===== config.mk =====
export PLATFORM = sky130hd
export DESIGN_NAME = instr_fetch_unit
export DESIGN_NICKNAME = d
export VERILOG_FILES = /design/src/rtl/instr_fetch_unit.sv
export SDC_FILE = /design/constraint.sdc
export NUM_CORES = 1
export LEC_CHECK = 0
export CORE_UTILIZATION = 41
export DETAILED_ROUTE_END_ITERATION = 8
export GPL_TIMING_DRIVEN = 0
export PLACE_DENSITY = 0.7
export SLEW_MARGIN = 25
export SYNTH_ARGS = -nofsm -noshare
export SYNTH_HDL_FRONTEND = slang
export SYNTH_SLANG_ARGS = --single-unit

===== constraint.sdc =====
create_clock -name clk -period 2.8 [get_ports clk]
set_input_delay 0.28 -clock clk [delete_from_list [all_inputs] [get_ports clk]]
set_output_delay 0.28 -clock clk [all_outputs]
set_load 0.03 [all_outputs]

===== src/rtl/instr_fetch_unit.sv =====
// rtl/instr_fetch_unit.sv - instruction fetch: PC, single-outstanding memory read, prefetch FIFO, redirect
module instr_fetch_unit #(
  parameter int                ADDR_W   = 8,
  parameter int                INSTR_W  = 16,
  parameter int                DEPTH    = 2,
  parameter logic [ADDR_W-1:0] RESET_PC = '0
) (
  input  logic               clk,
  input  logic               reset_n,
  input  logic               enable,
  output logic               mem_req,
  output logic [ADDR_W-1:0]  mem_addr,
  input  logic               mem_ack,
  input  logic [INSTR_W-1:0] mem_rdata,
  output logic               instr_valid,
  output logic [INSTR_W-1:0] instr_data,
  output logic [ADDR_W-1:0]  instr_pc,
  input  logic               instr_ready,
  input  logic               redirect,
  input  logic [ADDR_W-1:0]  redirect_pc
);

  localparam int PW = $clog2(DEPTH);
  localparam int CW = $clog2(DEPTH) + 1;
  localparam logic [CW-1:0] DEPTH_C = CW'(DEPTH);

  typedef enum logic [1:0] {IDLE, WAIT, DISCARD} state_t;

  state_t             state, state_nxt;
  logic [ADDR_W-1:0]  fetch_pc, fetch_pc_nxt, mem_addr_nxt;
  logic [CW-1:0]      count, count_after;
  logic [PW-1:0]      rd_ptr, wr_ptr;
  logic [INSTR_W-1:0] data_mem [DEPTH];
  logic [ADDR_W-1:0]  pc_mem   [DEPTH];
  logic               push, pop, can_issue;

  assign instr_valid = (count != '0);
  assign instr_data  = data_mem[rd_ptr];
  assign instr_pc    = pc_mem[rd_ptr];

  // A redirect flushes the FIFO, so it suppresses both the push and the pop.
  assign pop       = instr_valid && instr_ready && !redirect;
  assign push      = (state == WAIT) && mem_ack && !redirect;
  assign can_issue = enable && (count < DEPTH_C) && !redirect;

  always_comb begin
    count_after = count + CW'(push) - CW'(pop);
  end

  always_comb begin
    state_nxt    = state;
    fetch_pc_nxt = fetch_pc;
    mem_addr_nxt = mem_addr;
    case (state)
      IDLE: begin
        if (redirect) begin
          fetch_pc_nxt = redirect_pc;
        end else if (can_issue) begin
          state_nxt    = WAIT;
          mem_addr_nxt = fetch_pc;
        end
      end
      WAIT: begin
        if (redirect) begin
          fetch_pc_nxt = redirect_pc;
          if (!mem_ack) begin
            state_nxt = DISCARD;
          end else if (enable) begin
            mem_addr_nxt = redirect_pc;
          end else begin
            state_nxt = IDLE;
          end
        end else if (mem_ack) begin
          fetch_pc_nxt = mem_addr + ADDR_W'(1);
          if (enable && (count_after < DEPTH_C)) begin
            mem_addr_nxt = mem_addr + ADDR_W'(1);
          end else begin
            state_nxt = IDLE;
          end
        end
      end
      DISCARD: begin
        if (redirect) begin
          fetch_pc_nxt = redirect_pc;
        end
        // The stale word is dropped; restart from the redirected fetch_pc.
        if (mem_ack) begin
          if (enable && !redirect) begin
            state_nxt    = WAIT;
            mem_addr_nxt = fetch_pc;
          end else begin
            state_nxt = IDLE;
          end
        end
      end
      default: state_nxt = IDLE;
    endcase
  end

  always_ff @(posedge clk or negedge reset_n) begin
    if (!reset_n) begin
      state    <= IDLE;
      mem_req  <= 1'b0;
      mem_addr <= RESET_PC;
      fetch_pc <= RESET_PC;
    end else begin
      state    <= state_nxt;
      mem_req  <= (state_nxt != IDLE);
      mem_addr <= mem_addr_nxt;
      fetch_pc <= fetch_pc_nxt;
    end
  end

  always_ff @(posedge clk or negedge reset_n) begin
    if (!reset_n) begin
      count  <= '0;
      rd_ptr <= '0;
      wr_ptr <= '0;
      for (int i = 0; i < DEPTH; i++) begin
        data_mem[i] <= '0;
        pc_mem[i]   <= '0;
      end
    end else if (redirect) begin
      count  <= '0;
      rd_ptr <= '0;
      wr_ptr <= '0;
    end else begin
      if (push) begin
        data_mem[wr_ptr] <= mem_rdata;
        pc_mem[wr_ptr]   <= mem_addr;
        wr_ptr           <= wr_ptr + PW'(1);
      end
      if (pop) begin
        rd_ptr <= rd_ptr + PW'(1);
      end
      count <= count_after;
    end
  end

  a_no_push_when_full: assert property (@(posedge clk) disable iff (!reset_n)
    !(push && (count == DEPTH_C)));

endmodule


==> metrics.md <==
| Metric | Value |
|---|---|
| Clock buffer depth | 2 |
| Crit Path Category | flip-flop to output pin |
| Total CTS buffers | 9 |
| Via count | 2398 |
| Switching Fraction | 37.2% |
| Ys Warns | 0 |
| Leak Pwr | 2.05 nW |
| Cell Int Power | 2.89 mW |
| Crit Path Max Fanout | 10 |
| CORE AREA | 8340 um^2 |
| Routed len/inst | 16.0 um |
| Commonest non-fill, non-tap cell in the layout | dfrtp_1 |
| Final ANT Viol Nets | 0 |
| Reg2reg path depth | 10 |
| Worst hold path stage count | 2 |
| Seq cells post-synth | 71 |
| P_sw | 1.71 mW |
| GRT Residual Overflow | 0 |
| Clock root cell | clkbuf_8 |
| Endpoints failing hold | 0 |
| Fin nets | 393 |
| Type of origin of the critical path | flip-flop |
| Most frequent cells in the layout | dfrtp_1, clkdlybuf4s50_1, mux2_2, mux2_4, nand2_1 |
| Layout cells sized above 1 | 29.7% |
| RSZ-0062 raised after global routing | false |
| Hold WC Path Type | input port to flip-flop |
| Non-filler instance count after layout | 469 |
| Avg Inst Size Synth | 12.6 um^2 |
| Asr flop ratio synth | 100% |
| Port bufs | 62 |
| Worst slack at placement | -0.0597 ns |
| Die W | 95.4 um |
| # clock sinks | 71 |
| Crit share post-route | 92.6% |
| Critical path's top delay family | buffers and inverters |
| Final Worst Setup Slack | 0.207 ns |
| GR Util All Layers | 17.6% |
| Initial core utilization | 42.9% |
| Vias in the first global route | 2373 |
| Clock slew at reported path FFs | 0.08 ns |
| Cell depth of the worst setup path | 4 |
| Routability Congestion | 0.809 |
| Comb power frac | 46.0% |
| Post-Syn Instances | 285 |
| 1st-pass router iterations | 4 |
| Worst Skew | 0.00981 ns |
| Initial antenna violation count | 0 |
| Final setup fails | 0 |
| First-pass GRT wire length | 12100 um |
| Worst EP required | 2.52 ns |
| Peak supply drop | 536 uV |
| Post-synth top flop | dfrtp_1 |
| Crit. Startpoint | rd_ptr |
| # placed instances | 453 |
| Antenna diodes | 0 |
| Site Rows | 33 |
| HP Start | redirect |
| Max-slew violation count | 0 |
| Largest net degree at the start of global routing | 37 |
| PwrDens | 1010 nW/um^2 |
| CP max stage cell | clkdlybuf4s50_1 |
| Worst Path Buf+Inv | 3 |
| Die ar. | 9110 um^2 |
| DRC viols | 0 |
| Reg power frac | 36.8% |
| Worst slew margin | 68.0% |
| DP HPWL | 5180 um |
| Min cycle time layout | 2.59 ns |
| Sequential share of the synthesized area | 49.7% |
| H-tree levels | 3 |
| Clock Latency Late Sink | 0.34 ns |
| Clock Power Share | 17.2% |
| Netlist cell types | 40 |
| Mapped cell area | 3580 um^2 |
| Slowest stage delay, CP | 0.62 ns |
| Initial drt markers | 71 |
| Outcome | finished clean |
| Max-cap violations | 0 |
| Die H | 95.4 um |
| CP Cell Sequence | clkbuf_1, buf_2, mux2_2, clkdlybuf4s50_1 |
| EDFF count, synth | 0 |
| Final WL | 7490 um |
| CP arrival | 2.31 ns |
| Worst Tran Pin Value | 0.480 ns |
| Layout area overhead | 27.0% |
| Syn Nets | 318 |
| CP endpoint kind | output pin |
| TritonCTS clock tree | built |
| Top Ports | 64 |
| Achievable frequency | 0.386 GHz |
| FF-to-FF Start | state[1] |
| Number of vias per cell | 5.11 |
power by group through the flow:
| stage | combinational, mW | clock, mW | sequential, mW |
|---|---|---|---|
| 5_1_grt | 2.26 | 0.866 | 1.74 |
| 3_5_place_dp | 2.12 | 0 | 1.70 |
| 6_report | 2.11 | 0.793 | 1.69 |
| 4_1_cts | 2.13 | 0.820 | 1.69 |
| 3_3_place_gp | 2.10 | 0 | 1.69 |
| 2_1_floorplan | 1.31 | 0 | 1.74 |
cell families after synthesis:
group	share of synthesized area [%]
buffers and inverters	3.92
muxes	26.7
adders and majority gates	1.05
xor gates and xnor gates	2.34
DFF	49.7
AOI/OAI and AO/OA	6.68
and+or+nand+nor	9.69
cell type report:
cell class | count | area [um^2]
Clock buffer | 9 | 124
Clock inverter | 6 | 61.3
Inverter | 5 | 18.8
Multi-Input combinational cell | 192 | 1660
Tap cell | 105 | 131
Buffer | 17 | 123
Timing Repair Buffer | 64 | 648
Fill cell | 729 | 3800
Sequential cell | 71 | 1780
layer usage:
layer	track usage, %	vias up	routed length, um
li1	-	1143	-
met1	24.3	1185	3620
met2	27.1	68	3450
met3	4.23	2	384
met4	5.72	0	31
met5	0	-	0
cell usage after synthesis, types with 2 or more instances:
cell / number / share of area (%)
dfrtp_1: 71 / 50
inv_1: 5 / 0.52
xnor2_1: 4 / 0.98
mux2i_1: 5 / 1.4
xor2_1: 3 / 0.73
nand2_1: 25 / 2.6
buf_6: 7 / 2.2
nor2_1: 16 / 1.7
o21bai_1: 2 / 0.42
a31oi_1: 4 / 0.70
o21ai_0: 18 / 2.5
nand4_1: 2 / 0.35
nand2b_1: 3 / 0.52
ha_1: 3 / 1.0
clkbuf_1: 5 / 0.52
nor2b_1: 4 / 0.70
a21oi_1: 6 / 0.84
mux2_2: 43 / 14
buf_2: 4 / 0.56
o211ai_1: 4 / 0.84
nand3_1: 5 / 0.70
mux2_4: 28 / 12
per-stage QoR:
stage	TNS [ns]	utilization [%]	hold slack, ns	area, um^2	total power, mW
finish	0	54.5	0.415	4540	4.60
detailed placement	-0.127	52.1	0.273	4350	3.82
global route	0	54.5	0.426	4540	4.87
floorplan	0	-	-0.0156	3580	3.05
CTS	0	54.5	0.402	4540	4.64
global placement	-72.91	51.9	0.460	4330	3.78
flip-flops by register name (all words and copies together), names as in the netlist:
signal	cells
data_mem	32
pc_mem	16
fetch_pc	8
mem_addr	8
count	2
state	2
mem_req	1
rd_ptr	1
wr_ptr	1
worst paths after layout:
kind	to	slack (ns)
max	instr_pc[6]	0.21
min	count[1]	0.42
max reg2reg	mem_addr[1]	0.30
min reg2reg	fetch_pc[7]	0.49
max in group asynchronous	mem_addr[5]	1.80
min in group asynchronous	data_mem[6]	0.43
timing repair:
item                       CTS  global route
hold endpoints to repair    35             0
resized for setup            1             0
hold buffers                 1             0
setup buffers                0             0
setup endpoints to repair   10             0
Note: power is estimated with default switching activity, not from simulation.
